$ cat src/rtl/ram_loader.sv
// Serial boot loader: parses SYNC/ADDR/LEN/DATA/CSUM frames from the UART
// and writes the payload into block RAM while holding the CPU in reset.
module ram_loader #(
  parameter int          ADDR_WIDTH     = 15,
  parameter logic [7:0]  SYNC_BYTE      = 8'hA5,
  parameter int          TIMEOUT_CYCLES = 5_000_000
) (
  input  logic                  clk,
  input  logic                  rst,
  input  logic [7:0]            rx_data,
  input  logic                  rx_valid,
  output logic                  rx_ready,
  output logic                  ram_we,
  output logic [ADDR_WIDTH-1:0] ram_addr,
  output logic [7:0]            ram_wdata,
  output logic                  cpu_hold,
  output logic                  busy,
  output logic                  done,
  output logic                  error,
  output logic [1:0]            err_code
);

  localparam int TW = (TIMEOUT_CYCLES > 2) ? $clog2(TIMEOUT_CYCLES) : 1;

  typedef enum logic [2:0] {
    S_IDLE, S_ADDR_H, S_ADDR_L, S_LEN_H, S_LEN_L, S_DATA, S_CSUM
  } state_t;

  state_t                state_q, state_d;
  logic [ADDR_WIDTH-1:0] addr_q, addr_d;
  logic [15:0]           cnt_q, cnt_d;
  logic [7:0]            sum_q, sum_d;
  logic [TW-1:0]         tmo_q, tmo_d;
  logic                  rx_ready_q;
  logic                  we_q, we_d;
  logic [ADDR_WIDTH-1:0] waddr_q, waddr_d;
  logic [7:0]            wdata_q, wdata_d;
  logic                  busy_q, busy_d;
  logic                  done_q, done_d;
  logic                  error_q, error_d;
  logic [1:0]            err_code_q, err_code_d;
  logic                  accept;
  logic [7:0]            sum_next;

  assign accept   = rx_valid & rx_ready_q;
  assign sum_next = sum_q + rx_data;

  always_comb begin
    state_d    = state_q;
    addr_d     = addr_q;
    cnt_d      = cnt_q;
    sum_d      = sum_q;
    tmo_d      = tmo_q;
    we_d       = 1'b0;
    waddr_d    = waddr_q;
    wdata_d    = wdata_q;
    done_d     = 1'b0;
    error_d    = 1'b0;
    err_code_d = err_code_q;

    if (accept) begin
      tmo_d = '0;
      sum_d = sum_next;
      unique case (state_q)
        S_IDLE: begin
          if (rx_data == SYNC_BYTE) begin
            state_d = S_ADDR_H;
            sum_d   = '0;
          end
        end
        // cnt_q temporarily holds the high byte of the address, then of the length
        S_ADDR_H: begin
          cnt_d   = {rx_data, 8'h00};
          state_d = S_ADDR_L;
        end
        S_ADDR_L: begin
          addr_d  = ADDR_WIDTH'({cnt_q[15:8], rx_data});
          state_d = S_LEN_H;
        end
        S_LEN_H: begin
          cnt_d   = {rx_data, 8'h00};
          state_d = S_LEN_L;
        end
        S_LEN_L: begin
          cnt_d   = {cnt_q[15:8], rx_data};
          state_d = ({cnt_q[15:8], rx_data} == 16'h0000) ? S_CSUM : S_DATA;
        end
        S_DATA: begin
          we_d    = 1'b1;
          waddr_d = addr_q;
          wdata_d = rx_data;
          addr_d  = addr_q + 1'b1;
          cnt_d   = cnt_q - 16'd1;
          if (cnt_q == 16'd1) state_d = S_CSUM;
        end
        S_CSUM: begin
          state_d = S_IDLE;
          if (sum_next == 8'h00) begin
            done_d = 1'b1;
          end else begin
            error_d    = 1'b1;
            err_code_d = 2'b01;
          end
        end
        default: state_d = S_IDLE;
      endcase
    end else if (state_q != S_IDLE) begin
      if (tmo_q == TW'(TIMEOUT_CYCLES - 1)) begin
        state_d    = S_IDLE;
        tmo_d      = '0;
        error_d    = 1'b1;
        err_code_d = 2'b10;
      end else begin
        tmo_d = tmo_q + 1'b1;
      end
    end

    busy_d = (state_d != S_IDLE);
  end

  always_ff @(posedge clk) begin
    if (rst) begin
      state_q    <= S_IDLE;
      addr_q     <= '0;
      cnt_q      <= '0;
      sum_q      <= '0;
      tmo_q      <= '0;
      rx_ready_q <= 1'b0;
      we_q       <= 1'b0;
      waddr_q    <= '0;
      wdata_q    <= '0;
      busy_q     <= 1'b0;
      done_q     <= 1'b0;
      error_q    <= 1'b0;
      err_code_q <= '0;
    end else begin
      state_q    <= state_d;
      addr_q     <= addr_d;
      cnt_q      <= cnt_d;
      sum_q      <= sum_d;
      tmo_q      <= tmo_d;
      rx_ready_q <= 1'b1;
      we_q       <= we_d;
      waddr_q    <= waddr_d;
      wdata_q    <= wdata_d;
      busy_q     <= busy_d;
      done_q     <= done_d;
      error_q    <= error_d;
      err_code_q <= err_code_d;
    end
  end

  assign rx_ready  = rx_ready_q;
  assign ram_we    = we_q;
  assign ram_addr  = waddr_q;
  assign ram_wdata = wdata_q;
  assign cpu_hold  = busy_q;
  assign busy      = busy_q;
  assign done      = done_q;
  assign error     = error_q;
  assign err_code  = err_code_q;

endmodule

$ cat config.mk
export PLATFORM = sky130hd
export DESIGN_NAME = ram_loader
export DESIGN_NICKNAME = d
export VERILOG_FILES = /design/src/rtl/ram_loader.sv
export SDC_FILE = /design/constraint.sdc
export NUM_CORES = 1
export LEC_CHECK = 0
export CORE_MARGIN = 1.5
export CORE_UTILIZATION = 52
export DETAILED_ROUTE_END_ITERATION = 6
export PLACE_DENSITY_LB_ADDON = 0.05
export SYNTH_ARGS = -nofsm -noshare
export SYNTH_HDL_FRONTEND = slang
export SYNTH_SLANG_ARGS = --single-unit
$ cat constraint.sdc
create_clock -name clk -period 4.5 [get_ports clk]
set_clock_uncertainty 0.15 [all_clocks]
set_input_delay 0.45 -clock clk [delete_from_list [all_inputs] [get_ports clk]]
set_output_delay 0.45 -clock clk [all_outputs]
set_load 0.01 [all_outputs]
==> metrics.csv <==
stage,metric,value,unit
worst_setup_path,crit path launch type,register,
synth,number of flip-flops and latches in the synthesized netlist,95,
route,detail-routed net length per standard cell,15.40,um
cells_and_area,NumNets Final,654,
synth,"EDFF count, synth",0,
floorplan,core area,9196,um2
route,via/cell ratio,5.791,
clocking,clock root buffer,clkbuf_8,
placement,placer congestion estimate,0.9291,
route,DR vias,4326,
timing,shortest clock period the worst path allows after layout,3.002,ns
synth,Netlist cell types,62,
timing,setup TNS,0,ns
synth,Post-Synthesis Cell Area,4930,um2
timing,unrepaired setup endpoints after global routing,false,
worst_setup_path,startpoint-to-endpoint class of the critical path,reg -> reg,
worst_setup_path,required time worst endpoint,4.61,ns
cells_and_area,layout cell share with drive strength beyond 1,0.07075,
cells_and_area,total non-filler cell area in the finished layout,5505,um2
floorplan,vertical die dimension,100.4,um
clocking,clock sink total,95,
floorplan,Chip Width,100.4,um
cells_and_area,layout overhead on the synthesized area,11.68,%
clocking,clock tree buffer depth,2,
global_routing,Total Routing Usage GR,0.2395,
global_routing,number of global-route vias before repair,3907,
route,DRC Markers,0,
synth,most instantiated flip-flop cell in the synthesis netlist,dfxtp_1,
timing,final number of max-transition violations,0,
clocking,H-tree level count,3,
synth,average footprint of a synthesized cell,8.042,um2
global_routing,leftover overflow at the end of global routing,0,
global_routing,global-route wire length before repair,19.22,mm
placement,instance area after placement,5276,um2
power_and_ir_drop,power density cells,288.8,nW/um2
timing,Slew @ Worst Pin,0.9021,ns
clocking,number of buffers added for setup after CTS,0,
clocking,later-pin clock latency in the skew report,0.36,ns
timing,Max Freq,333.2,MHz
timing,"Period Utilization, post-route",0.6670,
route,ANT nets after route,0,
cells_and_area,Antenna Diode Count,0,
global_routing,number of antenna violations at the first check in global routing,0,
status,status,completed,
synth,total of warnings raised by yosys,0,
floorplan,I/O pin cnt,42,
worst_setup_path,largest fanout on the critical path,19,
floorplan,die area,10070,um2
global_routing,pin count of the biggest net entering global routing,64,
placement,count of input and output buffers,41,
clocking,clock-pin slew on the worst setup and hold paths,0.09,ns
global_routing,met1 track demand over resource in global routing,0.3439,
route,routed wire length,11.50,mm
timing,tightest slew margin relative to the limit,0.3979,
worst_setup_path,arrival time of the worst setup path,3.11,ns
clocking,TritonCTS clock tree,yes,
synth,Post-Synthesis Net Count,636,
placement,half-perimeter wire length of the detailed placement result,7.868,mm
timing,final hold vios,0,
clocking,cts repair resizes,0,
global_routing,GR Layer Usage met3,0.02925,
timing,final count of negative-setup-slack endpoints,0,
synth,asr flop ratio synth,0,
route,first-pass detailed-route iteration total,5,
job,Maximum Capacitance Violations,0,
worst_hold_path,type of the worst min-delay path,reg -> reg,
synth,post-synthesis instance total,613,
clocking,# hold bufs at CTS,0,
floorplan,initial core utilization,0.5361,
route,violation count after the first detailed-route iteration,347,
global_routing,met2 track demand over resource in global routing,0.3721,
global_routing,busiest grt layer,met2,
power_and_ir_drop,Worst IR Drop VDD,0.0001812,V
floorplan,FP Rows,35,
clocking,clock buffer count from CTS,9,
worst_setup_path,endpoint type of the worst setup path,register,
power_and_ir_drop,leakage component of the power,1.874,nW
synth,register area share after synthesis,0.3858,
-- final cells by class --
cell class	count	area [um2]
Inverter	7	26.28
Sequential cell	95	1902
Tap cell	111	138.9
Timing Repair Buffer	45	435.4
Clock inverter	6	91.34
Multi-Input combinational cell	473	2774
Clock buffer	10	137.6
Fill cell	876	3691
-- cell families after synthesis --
logic type,share of synthesized area
simple gates,0.2756
compound gates,0.1980
flops,0.3858
buf+inv,0.05153
xor+xnor,0.05508
fa+ha+maj,0.03198
mux,0.002031
-- layout by cell type (no fill, tap or decap), types with 8 or more instances in the layout --
master and n:
nand2_1 102, dfxtp_1 95, nor2_1 74, a21oi_1 61
clkdlybuf4s50_1 40, o21ai_0 34, nand3_1 19, xor2_1 18
nor3_1 17, xnor2_1 13, ha_1 11, nand4_1 10
a22o_1 10, clkbuf_8 10, and3_1 8, a22oi_1 8
-- flip-flops by register name (all words and copies together), names as in the netlist, 2 cells and up --
name,count
addr_q,15
cnt_q,16
err_code,2
ram_addr,15
ram_wdata,8
state_q,3
sum_q,8
tmo_q,23
-- synthesized netlist by cell type (all sizes together) (7+ instances only) --
cell,n,area (um2)
a21oi,62,314.1
a22o,10,87.58
nor4,7,92.59
nand2,104,395.4
dfxtp,95,1902
xor2,18,157.7
nand2b,7,43.79
inv,7,26.28
o21ai,36,183.9
nand4,10,62.56
nor2,77,301.5
nand3,20,105.1
nor3,19,105.1
buf,25,178.9
and3,8,50.05
a22oi,8,60.06
clkbuf,13,48.80
ha,11,137.6
xnor2,13,113.9
-- per-stage QoR --
stage	hold slack [ns]	instances	total power, mW	util	worst slack (ns)
floorplan	0.2791	613	0.9394	-	2.102
global placement	0.2911	731	0.9674	0.5737	1.376
detailed placement	0.2956	731	0.9704	0.5737	1.232
CTS	0.3093	747	1.611	0.5986	1.523
global route	0.3297	747	1.648	0.5986	1.104
finish	0.3051	747	1.590	0.5986	1.498
-- critical path, cell delays in order, from the launching register on --
cell and delay, ns:
dfxtp_1 0.56, nor2b_1 0.52, and2_1 0.52, o21a_1 0.68
a21oi_2 0.11, a2111oi_2 0.35
-- routing by layer --
metal,up-vias,wire [um]
met5,-,0
met4,0,114
met3,15,503
met2,109,5279
met1,2026,5604
li1,2176,-
-- power by group --
| part | switching (mW) | leakage [nW] | internal [mW] |
|---|---|---|---|
| sequential | 0.00372 | 0.766 | 0.846 |
| clock | 0.307 | 0.117 | 0.331 |
| combinational | 0.0643 | 0.991 | 0.0373 |
| total | 0.375 | 1.87 | 1.21 |
-- path summary, 6_finish.rpt --
path | start | end | slack, ns | cells past startpoint
worst max-delay path | state_q[2]$_SDFF_PP0_ | addr_q[13]$_SDFFE_PP0P_ | 1.50 | 5
worst min-delay path | ram_addr[12]$_SDFFE_PP0P_ | ram_addr[12]$_SDFFE_PP0P_ | 0.31 | 2
worst max register to register | state_q[2]$_SDFF_PP0_ | addr_q[13]$_SDFFE_PP0P_ | 1.50 | 5
worst min register to register | ram_addr[12]$_SDFFE_PP0P_ | ram_addr[12]$_SDFFE_PP0P_ | 0.31 | 2
Power figures use the tool's default switching activity.
